## config.mk

```make
export PLATFORM = sky130hd
export DESIGN_NAME = x9_fetch_unit
export DESIGN_NICKNAME = d
export VERILOG_FILES = /design/src/rtl/x9_pkg.sv /design/src/rtl/x9_branch_lut.sv /design/src/rtl/x9_fetch_unit.sv
export SDC_FILE = /design/constraint.sdc
export NUM_CORES = 1
export LEC_CHECK = 0
export CAP_MARGIN = 10
export CORE_ASPECT_RATIO = 0.6
export CORE_UTILIZATION = 45
export DETAILED_ROUTE_END_ITERATION = 12
export RECOVER_POWER = 25
export SYNTH_ARGS = -nofsm -noshare
export SYNTH_HDL_FRONTEND = slang
export SYNTH_SLANG_ARGS = --single-unit
```

## constraint.sdc

```tcl
create_clock -name clk -period 3.31 [get_ports clk]
set_input_delay 0.4965 -clock clk [delete_from_list [all_inputs] [get_ports clk]]
set_output_delay 0.4965 -clock clk [all_outputs]
set_load 0.03 [all_outputs]
```

## src/rtl/x9_pkg.sv

```systemverilog
// Shared definitions for the X9 fetch stage: default widths, the halt
// encoding and the fetch FSM state type.
package x9_pkg;

    localparam int unsigned PC_W_DEF      = 10;
    localparam int unsigned INSTR_W_DEF   = 9;
    localparam int unsigned LUT_DEPTH_DEF = 32;

    localparam logic [8:0] HALT_INSTR_DEF = 9'h1FF;

    typedef enum logic [1:0] {
        IDLE,
        RUN,
        HALT
    } fetch_state_t;

endpackage

```

## src/rtl/x9_branch_lut.sv

```systemverilog
// Branch target lookup table: LUT_DEPTH x PC_W registers, one synchronous
// write port and one combinational read port. Contents have no reset so a
// preload survives a core reset; a same-cycle write/read returns the old value.
module x9_branch_lut
    import x9_pkg::*;
#(
    parameter int unsigned LUT_DEPTH = LUT_DEPTH_DEF,
    parameter int unsigned PC_W      = PC_W_DEF
) (
    input  logic                         clk,
    input  logic                         we,
    input  logic [$clog2(LUT_DEPTH)-1:0] waddr,
    input  logic [PC_W-1:0]              wdata,
    input  logic [$clog2(LUT_DEPTH)-1:0] raddr,
    output logic [PC_W-1:0]              rdata
);

    logic [PC_W-1:0] mem [LUT_DEPTH];

    // Preload write port, active in every core state including reset.
    always_ff @(posedge clk) begin
        if (we) begin
            mem[waddr] <= wdata;
        end
    end

    assign rdata = mem[raddr];

endmodule

```

## src/rtl/x9_fetch_unit.sv

```systemverilog
// X9 instruction-fetch stage: program counter, branch target LUT and fetch
// register, with halt detection driving the sticky done flag.
// Optional feature macro: X9_FETCH_CYCLE_COUNT_EN adds a saturating 16-bit
// count of RUN cycles on output cycle_count.
module x9_fetch_unit
    import x9_pkg::*;
#(
    parameter int unsigned        PC_W       = PC_W_DEF,
    parameter int unsigned        INSTR_W    = INSTR_W_DEF,
    parameter int unsigned        LUT_DEPTH  = LUT_DEPTH_DEF,
    parameter logic [INSTR_W-1:0] HALT_INSTR = INSTR_W'(HALT_INSTR_DEF)
) (
    input  logic                         clk,
    input  logic                         reset,
    output logic [PC_W-1:0]              instr_addr,
    input  logic [INSTR_W-1:0]           instr_in,
    output logic [INSTR_W-1:0]           instr_out,
    output logic                         instr_valid,
    input  logic                         stall,
    input  logic                         branch_taken,
    input  logic [$clog2(LUT_DEPTH)-1:0] branch_idx,
    input  logic                         lut_we,
    input  logic [$clog2(LUT_DEPTH)-1:0] lut_waddr,
    input  logic [PC_W-1:0]              lut_wdata,
    output logic                         done
`ifdef X9_FETCH_CYCLE_COUNT_EN
    ,
    output logic [15:0]                  cycle_count
`endif
);

    fetch_state_t         state;
    fetch_state_t         state_next;
    logic [PC_W-1:0]      pc;
    logic [PC_W-1:0]      pc_next;
    logic [PC_W-1:0]      lut_target;
    logic [INSTR_W-1:0]   instr_next;
    logic                 valid_next;
    logic                 done_next;
    logic                 squash;
    logic                 halt_hit;

    x9_branch_lut #(
        .LUT_DEPTH (LUT_DEPTH),
        .PC_W      (PC_W)
    ) u_lut (
        .clk   (clk),
        .we    (lut_we),
        .waddr (lut_waddr),
        .wdata (lut_wdata),
        .raddr (branch_idx),
        .rdata (lut_target)
    );

    assign instr_addr = pc;

    // A taken branch only counts against a live instruction; the word fetched
    // alongside it is wrong-path, so a halt in that slot is ignored.
    assign squash   = branch_taken && instr_valid;
    assign halt_hit = (instr_in == HALT_INSTR) && !squash;

    // Next-state and next-output decode; stall holds everything in RUN.
    always_comb begin
        state_next = state;
        pc_next    = pc;
        instr_next = instr_out;
        valid_next = instr_valid;
        done_next  = done;
        case (state)
            IDLE: begin
                state_next = RUN;
                valid_next = 1'b0;
            end
            RUN: begin
                if (!stall) begin
                    instr_next = instr_in;
                    if (squash) begin
                        valid_next = 1'b0;
                        pc_next    = lut_target;
                    end else if (halt_hit) begin
                        valid_next = 1'b0;
                        done_next  = 1'b1;
                        state_next = HALT;
                    end else begin
                        valid_next = 1'b1;
                        pc_next    = pc + PC_W'(1);
                    end
                end
            end
            HALT: begin
                valid_next = 1'b0;
                done_next  = 1'b1;
            end
            default: begin
                state_next = IDLE;
            end
        endcase
    end

    // State and output registers with synchronous active-low reset.
    always_ff @(posedge clk) begin
        if (!reset) begin
            state       <= IDLE;
            pc          <= '0;
            instr_out   <= '0;
            instr_valid <= 1'b0;
            done        <= 1'b0;
        end else begin
            state       <= state_next;
            pc          <= pc_next;
            instr_out   <= instr_next;
            instr_valid <= valid_next;
            done        <= done_next;
        end
    end

`ifdef X9_FETCH_CYCLE_COUNT_EN
    // Saturating count of RUN cycles, stalled cycles included.
    always_ff @(posedge clk) begin
        if (!reset) begin
            cycle_count <= '0;
        end else if (state == RUN && cycle_count != '1) begin
            cycle_count <= cycle_count + 16'd1;
        end
    end
`endif

endmodule

```

==> results.md <==
- Status: finished, violations left
- Violated checks: capacitance limit, slew limit
- Synth Area per Inst: 19.21 um2
- Final worst clock skew: 16.32 ps
- Synthesized netlist cell count: 702
- Clock transition at path regs: 70 ps
- Latest clock arrival within the worst-skew pair: 570 ps
- Worst-Margin Slew: 1742 ps
- Rows: 48
- Synthesized flop and latch total: 343
- Cts hold-fix bufs: 0
- CP Capture Type: output pin
- Required @ worst endpoint: 2810 ps
- Slowest CP cell: clkdlybuf4s50_1
- Critical-path cell list: clkdlybuf4s50_1
- Total negative slack: 0 ps
- Initial DRT Pass Iterations: 5
- Unique cell type count in the Yosys netlist: 56
- Core Region: 29130 um2
- Initial Util: 46.31%
- Largest net degree at the start of global routing: 35
- DR vias/cell: 5.881
- Crit Path Class: reg -> out
- Static Leak: 0.005070 uW
- Highest Clock Rate: 0.4443 GHz
- Slew Viols, Final: 165
- Count leader, synth: edfxtp_1
- Layout Nets: 851
- Fraction of registers with async set/reset: 0%
- Sequential-to-total area share from yosys stat: 74.66%
- Via count of the routed design: 7292
- Post-synthesis net count: 737
- Combined area of the multi-input logic cells: 3214 um2
- Register area: 10070 um2
- Post-layout util: 54.34%
- Vias in the first global route: 7198
- Crit-path max FO: 7
- FF-to-FF setup slack: 1450 ps
- Global-route wire length before repair: 48360 um
- MaxCap Viol Count: 5
- H-Tree Depth: 1
- Gr usage total: 22.22%
- Post-synth EDFFs: 320
- Cell Area, Synth: 13490 um2
- Root Buffer: clkbuf_16
- Setup Buffers After CTS: 0
- Total power: 9007 uW
- Main flop type after synthesis: edfxtp_1
- Placed wire-length estimate: 21750 um
- Crit-path leading delay family: buffers and inverters
- Io pins: 55
- WL per Instance: 26.50 um
- Ant diodes: 0
- FILL cells: 2273
- CTS max path bufs: 3
- CTS tree: yes
- # clock sinks: 343
- Peak VDD IR: 0.4280 mV
- Minimum clock period: 2251 ps
- Worst slew margin: -16.14%
- Resized Gates After CTS: 0
- Crit path buf inv count: 1
- Synth top area cells: edfxtp_1 (71%), mux4_2 (13%), dfxtp_1 (3.4%), mux2i_1 (1.3%), nand2_1 (1.3%)
- Placer Congestion: 0.9169
- Yosys warnings: 0
- GRT overflow: 0
- Die W: 225.5 um
- Port bufs: 54
- Setup violators final: 0
- Tcrit/Tclk final: 67.99%
- Residual DRC: 0
- Startpoint class of the critical path: register
- HP Class: reg -> reg
- Num CTS Buffers: 30
- P per Cell Area: 569.0 nW/um2
- Worst Path Arrival: 1750 ps
- Area leader, netlist: edfxtp_1
- Area grow syn2layout: 17.36%
- Initial DRC Count: 918
- DRT Wirelength: 32860 um
- Final Hold Vio Count: 0
- Layout cell share with drive strength beyond 1: 22.50%
- Final ANT Viol Nets: 0
- RSZ-0062 raised after global routing: false
- Post-synth top area share: 71.24%
- List of most frequent post-synthesis cells: edfxtp_1 (320), mux4_2 (77), nand2_1 (46)
- DIE HEIGHT: 136.1 um
- CP max stage delay: 730 ps
- Die ar.: 30690 um2
- Initial antenna violation count: 0
-- cell usage in the layout (no fill, tap or decap), types with 15 or more instances in the layout --
| cell type | Yosys | final |
|---|---|---|
| nand3_1 | 21 | 21 |
| mux2i_1 | 18 | 18 |
| mux4_2 | 77 | 77 |
| buf_4 | 5 | 52 |
| nor2_1 | 41 | 41 |
| edfxtp_1 | 320 | 320 |
| nand2_1 | 46 | 46 |
| clkbuf_16 | 0 | 32 |
| dfxtp_1 | 23 | 23 |
| clkbuf_1 | 10 | 15 |
| clkdlybuf4s50_1 | 0 | 44 |
-- routing by layer --
metal	part of all wire [%]	global-route usage, %
met1	48	34.90
met3	8.1	5.381
met5	0	0
met2	43	31.64
met4	1.3	3.930
-- stage by stage --
step	std cells	hold WS [ps]	cell area, um2	setup slack (ps)
floorplan	702	478.3	13490	1334
global placement	1184	442.1	14820	623.1
detailed placement	1184	452.6	14820	547.7
CTS	1240	459.2	15860	1051
global route	1240	479.1	15830	990.6
finish	1240	463.0	15830	1059
-- power breakdown --
group	switching, uW	internal [uW]	total, uW
clock network	1520	2110	3640
registers	22.4	4800	4820
logic	336	217	553
-- cell type report --
cell class,count,area share (%)
clock inverters,11,0.8616
well taps,400,3.162
repair buffers,115,6.300
clock buffers,45,5.683
multi-input cells,323,20.31
inverters,3,0.07114
flip-flops and latches,343,63.62
-- flip-flops by register name, indices dropped and copies added (netlist names) --
name,count
state,2
done,1
instr_valid,1
instr_addr,10
instr_out,9
u_lut.mem,320
-- kinds of logic after synthesis --
family                     share of synthesized area (%)
adders and majority gates                        0.09275
and+or+nand+nor                                    5.455
DFF                                                74.66
muxes                                              14.28
AOI/OAI and AO/OA                                  4.008
buffers and inverters                              1.512
-- final timing paths --
kind,startpoint,endpoint,depth (start not counted)
worst max-delay path,instr_addr[5],instr_addr[5],1
worst min register to register,instr_out[5],instr_out[5],2
worst max register to register,state[0],instr_addr[4],7
worst min-delay path,instr_out[5],instr_out[5],2
(Power assumes the default switching activity.)
